**config.mk**
```make
export PLATFORM = sky130hd
export DESIGN_NAME = spike_decoder
export DESIGN_NICKNAME = d
export VERILOG_FILES = /design/src/rtl/spike_decoder.sv
export SDC_FILE = /design/constraint.sdc
export NUM_CORES = 1
export LEC_CHECK = 0
export CORE_AREA = 2 2 86 88
export CTS_BUF_LIST = sky130_fd_sc_hd__clkbuf_8
export DETAILED_ROUTE_END_ITERATION = 6
export DIE_AREA = 0 0 88 90
export RECOVER_POWER = 50
export SLEW_MARGIN = 0
export SYNTH_ARGS = -nofsm -noshare
export SYNTH_HDL_FRONTEND = slang
export SYNTH_SLANG_ARGS = --single-unit
```
**constraint.sdc**
```tcl
create_clock -name clk -period 3.75 [get_ports clk]
set_input_delay 0.9375 -clock clk [delete_from_list [all_inputs] [get_ports clk]]
set_output_delay 0.9375 -clock clk [all_outputs]
set_load 0.02 [all_outputs]
```
**src/rtl/spike_decoder.sv**
```systemverilog
// Spike decoder: converts a neuron spike level back into magnitude form.
// Produces a decaying synaptic current trace (chainable into a neuron
// `current` input) and a windowed firing-rate count on a valid/ready port.
// Optional inter-spike-interval measurement is built only when the macro
// SPIKE_DECODER_ISI_EN is defined; otherwise `isi`/`isi_valid` are tied to 0.
module spike_decoder #(
  parameter int unsigned WIDTH       = 8,
  parameter int unsigned CNT_W       = 8,
  parameter int unsigned WINDOW      = 256,
  parameter int unsigned DECAY_SHIFT = 3
) (
  input  logic             clk,
  input  logic             reset,
  input  logic             en,
  input  logic             spike,
  input  logic [WIDTH-1:0] weight,
  output logic [WIDTH-1:0] current,
  output logic [CNT_W-1:0] rate,
  output logic             rate_valid,
  input  logic             rate_ready,
  output logic             overrun,
  output logic [CNT_W-1:0] isi,
  output logic             isi_valid
);

  localparam int unsigned      WinW    = (WINDOW > 1) ? $clog2(WINDOW) : 1;
  localparam logic [WinW-1:0]  WinLast = WinW'(WINDOW - 1);
  localparam logic [CNT_W-1:0] CntMax  = '1;

  typedef enum logic [0:0] {StIdle, StRun} state_e;

  state_e           state_q, state_d;
  logic             spike_q;
  logic [WIDTH-1:0] trace_q, trace_d;
  logic [WinW-1:0]  win_q, win_d;
  logic [CNT_W-1:0] cnt_q, cnt_d, cnt_inc;
  logic [CNT_W-1:0] rate_q, rate_d;
  logic             rate_valid_q, rate_valid_d;
  logic             overrun_q, overrun_d;
  logic [WIDTH:0]   trace_ext, dec, sum;
  logic             spk_edge, run, hs;

  // A level held high is a single event; spike_q tracks even while idle.
  assign spk_edge = spike & ~spike_q;
  assign run      = (state_q == StRun);
  assign hs       = rate_valid_q & rate_ready;
  assign cnt_inc  = (cnt_q == CntMax) ? cnt_q : cnt_q + 1'b1;

  // Next-state logic for the run/idle FSM.
  always_comb begin
    state_d = state_q;
    unique case (state_q)
      StIdle:  if (en)  state_d = StRun;
      StRun:   if (!en) state_d = StIdle;
      default: state_d = StIdle;
    endcase
  end

  // Trace: decay by trace>>DECAY_SHIFT (at least 1 while nonzero), add weight
  // on an edge, saturate; the extra MSB catches the overflow.
  always_comb begin
    trace_ext = {1'b0, trace_q};
    dec       = trace_ext >> DECAY_SHIFT;
    if (trace_q != '0 && dec == '0) dec = {{WIDTH{1'b0}}, 1'b1};
    sum       = trace_ext - dec + (spk_edge ? {1'b0, weight} : '0);
    trace_d   = trace_q;
    if (run) trace_d = sum[WIDTH] ? '1 : sum[WIDTH-1:0];
  end

  // Rate window, event counter and valid/ready/overrun bookkeeping.
  always_comb begin
    win_d        = win_q;
    cnt_d        = cnt_q;
    rate_d       = rate_q;
    rate_valid_d = rate_valid_q;
    overrun_d    = overrun_q;
    if (hs) begin
      rate_valid_d = 1'b0;
      overrun_d    = 1'b0;
    end
    if (run) begin
      if (win_q == WinLast) begin
        win_d        = '0;
        cnt_d        = '0;
        rate_d       = spk_edge ? cnt_inc : cnt_q;
        rate_valid_d = 1'b1;
        // A completing window only overruns if the old value was not taken.
        if (rate_valid_q && !hs) overrun_d = 1'b1;
      end else begin
        win_d = win_q + 1'b1;
        if (spk_edge) cnt_d = cnt_inc;
      end
      // Leaving RUN restarts the window from zero.
      if (!en) begin
        win_d = '0;
        cnt_d = '0;
      end
    end
  end

  // State registers with asynchronous active-high reset.
  always_ff @(posedge clk or posedge reset) begin
    if (reset) begin
      state_q      <= StIdle;
      spike_q      <= 1'b0;
      trace_q      <= '0;
      win_q        <= '0;
      cnt_q        <= '0;
      rate_q       <= '0;
      rate_valid_q <= 1'b0;
      overrun_q    <= 1'b0;
    end else begin
      state_q      <= state_d;
      spike_q      <= spike;
      trace_q      <= trace_d;
      win_q        <= win_d;
      cnt_q        <= cnt_d;
      rate_q       <= rate_d;
      rate_valid_q <= rate_valid_d;
      overrun_q    <= overrun_d;
    end
  end

  assign current    = trace_q;
  assign rate       = rate_q;
  assign rate_valid = rate_valid_q;
  assign overrun    = overrun_q;

`ifdef SPIKE_DECODER_ISI_EN
  logic [CNT_W-1:0] isi_cnt_q, isi_cnt_d, isi_cnt_inc;
  logic [CNT_W-1:0] isi_q, isi_d;
  logic             armed_q, armed_d;
  logic             isi_valid_q, isi_valid_d;

  assign isi_cnt_inc = (isi_cnt_q == CntMax) ? isi_cnt_q : isi_cnt_q + 1'b1;

  // ISI counter: first edge arms, later edges report counter+1 and restart.
  always_comb begin
    isi_cnt_d   = isi_cnt_q;
    isi_d       = isi_q;
    armed_d     = armed_q;
    isi_valid_d = 1'b0;
    if (run) begin
      if (spk_edge) begin
        if (armed_q) begin
          isi_d       = isi_cnt_inc;
          isi_valid_d = 1'b1;
        end
        armed_d   = 1'b1;
        isi_cnt_d = '0;
      end else if (armed_q) begin
        isi_cnt_d = isi_cnt_inc;
      end
      if (!en) begin
        armed_d   = 1'b0;
        isi_cnt_d = '0;
      end
    end
  end

  // ISI registers with asynchronous active-high reset.
  always_ff @(posedge clk or posedge reset) begin
    if (reset) begin
      isi_cnt_q   <= '0;
      isi_q       <= '0;
      armed_q     <= 1'b0;
      isi_valid_q <= 1'b0;
    end else begin
      isi_cnt_q   <= isi_cnt_d;
      isi_q       <= isi_d;
      armed_q     <= armed_d;
      isi_valid_q <= isi_valid_d;
    end
  end

  assign isi       = isi_q;
  assign isi_valid = isi_valid_q;
`else
  assign isi       = '0;
  assign isi_valid = 1'b0;
`endif

endmodule

```
; Word level (Yosys, flattened, before mapping)
; Cells that the tools add are included.
[classes]
addsub = 4
n_eq_ne = 2
muxes = 17
bitwise = 3
n_reduce_logical = 6
[ops]
columns = operator, count
row1 = $mux W8, 8
row2 = $add A8 B1 Y8 const B, 2
row3 = $eq A8 B8 Y1 const B, 2
row4 = $add A9 B8 Y9, 1
row5 = $logic_not A9 Y1, 1
row6 = $sub A8 B9 Y9, 1
row7 = $mux W1, 8
row8 = $reduce_bool A8 Y1, 1
row9 = $mux W5, 1
row10 = $and A1 B1 Y1, 2
row11 = $logic_and A1 B1 Y1, 2
row12 = $reduce_and A2 Y1, 1
row13 = $logic_not A1 Y1, 1
row14 = $not A1 Y1, 1
[word_totals]
reg_bits = 36
in_bits = 13
out_inout_bits = 27

; Logic depth before layout (Yosys ltp)
; Gate-level depths: netlist of run 1.
[depth]
word_depth = 6
mapped_depth = 12
depth_no_buf = 11

; Worst setup path after synthesis of run 1
; Ideal clock, no wire load.
[synth_timing]
path_kind = input port to flip-flop
startpoint = input port spike
endpoint = register trace_q[1] (netlist: current[1])
setup_time_ps = 132
t_arrival_ps = 3116
t_required_ps = 3618
setup_slack_ps = 501
stages = 11
path_buffers = 1
cell_sequence = nor2b_1 -> buf_2 -> nand2_1 -> fa_1 -> inv_1 -> fa_1 -> nand3_1 -> a21oi_1 -> mux2_4 -> o31ai_2 -> o21ai_1
[synth_via]
elab_chain_cells = 4
[synth_lines]
columns = item, line
row1 = "start, declared", 15  ; input logic spike,
row2 = $and A1 B1 Y1, 44  ; assign spk_edge = spike & ~spike_q;
row3 = $mux W8, 65  ; sum = trace_ext - dec + (spk_edge ? {1'b0, weight} : '0);
row4 = $add A9 B8 Y9, 65
row5 = $mux W8, 67  ; if (run) trace_d = sum[WIDTH] ? '1 : sum[WIDTH-1:0];
row6 = "end signal, assigned", 115  ; trace_q <= trace_d;
row7 = "end, declared", 34  ; logic [WIDTH-1:0] trace_q, trace_d;
; No other way between the ends.
; A chain may end at the register's enable or synchronous reset.

; Final worst setup path of run 1
[layout_timing]
startpoint = input port spike
endpoint = register trace_q[0] (netlist: current[0])
; The elaborated chain is that of the path after synthesis.

==> metrics, run 1 <==
Max Clock Skew=0.00516 ns; Post-synth EDFFs=0; Pwr Total=1800 uW; Final Hold Vio Count=0; Leak=0.00127 uW; TritonRoute pass-1 iters=4; ys async rst share=100%; Layout area overhead=19.1%; post-synthesis sequential area ratio=38.2%; Die Y-Extent=90 um; H-tree levels=2; final instance area=2810 um2; Multi-input gate area=1240 um2; core outline area=7020 um2; DRC Markers=0; n_diodes=0; final critical-path required period=3.56 ns; ANT nets after route=0; mean post-synth cell area=9.24 um2; CP Data Required Time=3.88 ns; Fmax achieved=281 MHz; CP Max Fanout=7; Final nets=317; Via Count=1806; Worst Reg-to-Reg Cells=11; Netlist cell types=46; CTS Buffer Depth=2; Worst-path clk slew=0.07 ns; initial drt markers=73; I/O pin count=40; Rel. slew slack=3.75%; share of cells above drive strength 1=7.37%; CP Class=in -> reg; Arr. time, crit path=3.69 ns; startpoint types=primary input; max-cap violations=0; Initial Util=33.6%; RSZ-0062 raised after global routing=no; largest net degree at the start of global routing=28; status=complete, no violations; num rows=31; hold path cells=2; post-layout util=40.0%; max-slew violation count=0; fillers=725; die footprint=7920 um2; PD cells=640 nW/um2; Clk Latency, worst-skew pair=0.29 ns; Final HPWL DP=3.62 mm; Final period util=94.9%; Setup-failing EPs final=0; Worst-Margin Slew=1.42 ns; grt ovf=0; hold_ws=0.483 ns; Hold Buf Count CTS=0; R2R setup slack=0.71 ns; dpl cell area=2730 um2; synth warn=0; clk root buf=clkbuf_8; first-pass GRT wire length=8.25 mm; Cells after Synth=255; Port Buffer Count=30; crit end category=register; post-synthesis cell area=2360 um2; CTS tree=done; worst min path class=reg -> reg; via/cell ratio=4.70; Setup Fix Bufs, Post-CTS=0; Max VDD drop=0.000280 V; TritonCTS Buffers=5; clk sinks=36; die width=88 um; initial antenna violation count=0; final wirelength=4.79 mm; #FFs+latches synth=36; Final GP Congestion=0.862; Seq. cell area=901 um2; Synth Flop Type=dfrtp_1; routed length per instance=12.5 um; post-CTS resize count=0; number of global-route vias before repair=1806; Final TNS setup=0 ns; Overall Global Routing Usage=12.9%
## registers in the layout, indices dropped and copies added (netlist names)
name	flops
run	1
current	8
spike_q	1
overrun	1
rate_valid	1
rate	8
win_q	8
cnt_q	8
## metrics by stage
step,std cells,worst slack [ns]
after floorplan,263,0.501
after global placement,377,0.0463
after detailed placement,377,-0.0214
after CTS,384,0.310
after global routing,384,0.0828
final,384,0.193
## cell type report
class / count / share of cell area, %
flip-flops and latches: 36 / 32.1
inverters: 27 / 3.61
repair buffers: 36 / 12.2
clock buffers: 7 / 3.43
multi-input cells: 179 / 44.3
well taps: 99 / 4.41
## power breakdown
part           internal, uW  switching (uW)
combinational           463             536
clock                   164             135
sequential              435            64.1
total                  1060             736
## cell families after synthesis
family | Yosys count | synth area share (%)
simple gates | 71 | 14.8
compound gates | 60 | 17.6
buf+inv | 48 | 9.55
flops | 36 | 38.2
fa+ha+maj | 19 | 11.7
xor+xnor | 14 | 5.20
mux | 6 | 2.81
other cells | 1 | 0.159
## cells in the mapped netlist, types with 2 or more instances
cell type	number	area (um2)
a211oi_1	3	22.5
and4_1	2	17.5
xnor2_1	5	43.8
a31oi_1	6	37.5
o31ai_1	4	30.0
a21oi_1	13	65.1
nor3_1	5	25.0
nand4_1	4	25.0
buf_2	6	30.0
o21ai_0	7	35.0
o2bb2ai_1	3	26.3
o21ai_1	9	45.0
xor2_1	9	78.8
dfrtp_1	36	901
and3_1	3	18.8
mux2i_1	4	40.0
nand2_1	29	109
nor2b_1	3	18.8
buf_4	10	75.1
nand3_1	4	20.0
fa_1	5	100
a21o_1	4	30.0
ha_1	14	175
nor2_1	16	60.1
clkbuf_1	5	18.8
inv_1	26	97.6
## worst max-delay path, stage by stage
cell	delay (ns)
dlygate4sd3_1	0.54
nor2b_1	0.13
buf_4	0.15
and2_1	0.17
fa_1	0.36
ha_1	0.32
a21o_1	0.22
a21o_1	0.18
a221o_1	0.39
nor3_1	0.19
a21oi_1	0.09
## worst paths after layout
kind                            start          to
max in group asynchronous       reset    win_q[2]
setup / recovery                spike  current[0]
hold / removal                rate[7]     rate[7]
setup reg to reg           current[7]  current[0]
hold reg to reg               rate[7]     rate[7]
min in group asynchronous       reset     rate[5]
## cells in the final DEF (no fill, tap or decap), types with 5 or more instances in the layout
cell type	count
a21oi_1	13
a31oi_1	6
buf_4	5
clkbuf_8	7
clkdlybuf4s50_1	27
conb_1	9
dfrtp_1	36
fa_1	5
ha_1	14
inv_1	26
nand2_1	29
nor2_1	16
nor3_1	5
o21ai_0	7
o21ai_1	9
xnor2_1	5
xor2_1	9
## per-layer routing
layer  global-route usage [%]  part of all wire (%)  up-vias
li1                         -                     -      917
met1                     17.3                    49      833
met2                     20.3                    45       46
met3                     2.94                   4.1       10
met4                     4.49                   1.9        0
met5                        0                     0        -
(Power assumes the default switching activity.)
==> run 2: changes to the inputs <==
--- a/config.mk
+++ b/config.mk
@@ -5,10 +5,10 @@
 export SDC_FILE = /design/constraint.sdc
 export NUM_CORES = 1
 export LEC_CHECK = 0
-export CORE_AREA = 2 2 86 88
+export CORE_AREA = 2 2 98 77
 export CTS_BUF_LIST = sky130_fd_sc_hd__clkbuf_8
 export DETAILED_ROUTE_END_ITERATION = 6
-export DIE_AREA = 0 0 88 90
+export DIE_AREA = 0 0 100 79
 export RECOVER_POWER = 50
 export SLEW_MARGIN = 0
 export SYNTH_ARGS = -nofsm -noshare
==> metrics, run 2 (synthesis gave the netlist of run 1 again) <==
Worst path depth=12 (+1); CP delay by family, top=adder cells; initial drt markers=83 (+14%); CP Class=in -> reg; ANT nets after route=0 (unchanged); H-tree levels=2 (unchanged); reg2reg start=current[7]; first-pass GRT wire length=8.31 mm (+0.84%); Critical Path Sink=current[5]; most frequent cells in the layout=dfrtp_1, nand2_1, clkdlybuf4s50_1; via/cell ratio=4.84 (+3.0%); Max Clock Skew=0.0121 ns (+0.00693 ns); Worst-path clk slew=0.08 ns (about the same); Via Count=1816 (+0.55%); design internal power=1050 uW (-1.1%); Logic pwr share=57.6% (+2.0 points); Reg-to-Reg End=current[5]; R2R setup slack=0.71 ns (about the same); final critical-path required period=3.49 ns (-0.0692 ns); CP max stage delay=0.48 ns (-0.06 ns); CP Buf/Inv Count=3 (+1); PD cells=640 nW/um2 (about the same); clk root buf=clkbuf_8; Setup-failing EPs final=0 (unchanged); Final GP Congestion=0.851 (-1.2%); Final nets=320 (+0.95%); crit end category=register; failing checks=capacitance limit, slew limit; CTS tree=done; Max VDD drop=0.000285 V (+2.0%); Hold Buf Count CTS=0 (unchanged); largest net degree at the start of global routing=37 (+32%); clk sinks=36 (unchanged); initial antenna violation count=0 (unchanged); Switching Share=41.3% (+0.41 points); Most common cell on crit path=fa_1; max-slew violation count=37 (+37); RSZ-0062 raised after global routing=no; post-layout util=39.8% (-0.20 points); core outline area=7030 um2 (about the same); dpl cell area=2740 um2 (+0.27%); Final period util=93.0% (-1.8 points); Clk Latency, worst-skew pair=0.29 ns (about the same); status=finished, violations left; final wirelength=4.86 mm (+1.6%); DRC Markers=0 (unchanged); CP Launch Point=spike; Pwr Total=1790 uW (-0.44%); Arr. time, crit path=3.61 ns (-0.08 ns); share of cells above drive strength 1=7.99% (+0.62 points); Worst Reg-to-Reg Cells=11 (unchanged); TritonCTS Buffers=5 (unchanged); routed length per instance=13.0 um (+4.0%); Fmax achieved=287 MHz (+2.0%); crit path cell chain=clkdlybuf4s50_1 > nor2b_1 > buf_4 > nand2_1 > fa_1 > inv_1 > fa_1 > nand3_1 > a21oi_1 > mux2_4 > nor2_4 > a31oi_1; Rel. slew slack=-33.1% (-37 points); Final HPWL DP=3.71 mm (+2.6%); die width=100 um (+14%); CP Data Required Time=3.87 ns (about the same); TritonRoute pass-1 iters=4 (unchanged); max-cap violations=1 (+1); die footprint=7900 um2 (-0.25%); Worst-Margin Slew=2.00 ns (+0.575 ns); Layout area overhead=18.6%; commonest non-fill, non-tap cell in the layout=dfrtp_1; Setup Fix Bufs, Post-CTS=0 (unchanged); startpoint types=primary input; n_diodes=0 (unchanged); num rows=27 (-13%); I/O pin count=40 (unchanged); Final Hold Vio Count=0 (unchanged); share of power burned in registers=27.9% (about the same); CTS Buffer Depth=2 (unchanged); Critical-path top delay cell=fa_1; number of global-route vias before repair=1726 (-4.4%); Switch Pwr=740 uW (+0.56%); Die Y-Extent=79 um (-12%); Port Buffer Count=30 (unchanged); CP Max Fanout=7 (unchanged); Leak=0.00128 uW (+0.75%); worst min path class=reg -> reg; post-CTS resize count=0 (unchanged); final instance area=2800 um2 (-0.40%); clock network fraction of design power=14.6% (-2.0 points); Initial Util=33.5% (about the same); grt ovf=0 (unchanged); HP Start=rate[4]; Overall Global Routing Usage=13.3% (+0.35 points)
## run 2: cell types whose count changed in the layout (fill, tap and decap cells not counted)
cell	before	now
clkbuf_8	7	5
clkdlybuf4s50_1	27	28
clkinv_2	0	1
dlygate4sd3_1	3	2
inv_1	26	27
buf_4	5	8
## run 2: worst min-delay path by stage
stage	endpoint	depth (start not counted)	slack [ns]
after CTS	rate[4]	2	0.50
after global placement	rate[5]	2	0.47
after detailed placement	rate[4]	2	0.48
after floorplan	win_q[6]	1	0.47
final	rate[4]	2	0.49
after global routing	rate[3]	2	0.53
## run 2: layer usage
metal / vias up / part of all wire [%] / track usage (%)
met5: - / 0 / 0
li1: 923 / - / -
met4: 0 / 1.2 / 4.11
met2: 36 / 42 / 19.5
met3: 7 / 3.8 / 3.26
met1: 850 / 53 / 19.3
## run 2: through the flow
stage	setup TNS (ns)	cells	setup WS (ns)	hold WS [ns]
2_1_floorplan	0	263	0.501	0.469
3_3_place_gp	-0.000216	368	-0.000216	0.470
3_5_place_dp	-0.413	368	-0.0641	0.484
4_1_cts	0	375	0.240	0.501
5_1_grt	0	375	0.0554	0.535
6_report	0	375	0.262	0.494
## run 2: layout make-up
| cell class | count | area, um2 |
|---|---|---|
| fill | 709 | 4230 |
| multi-input combinational | 179 | 1240 |
| sequential | 36 | 901 |
| timing repair buffer | 39 | 364 |
| tap | 87 | 109 |
| inverter | 27 | 101 |
| clock buffer | 5 | 68.8 |
| clock inverter | 2 | 8.76 |
## run 2: worst min-delay path: cells and delay by family, from the launching register on
family,cells,cell delay (ns)
DFF,1,0.35
and+or+nand+nor,1,0.05
AOI/OAI and AO/OA,1,0.06
## run 2: power groups by stage
stage	sequential [uW]	combinational, uW	clock [uW]
after global placement	508	1020	0
after CTS	499	1040	266
final	498	1030	260
after floorplan	523	712	0
after detailed placement	506	1040	0
after global routing	507	1160	286
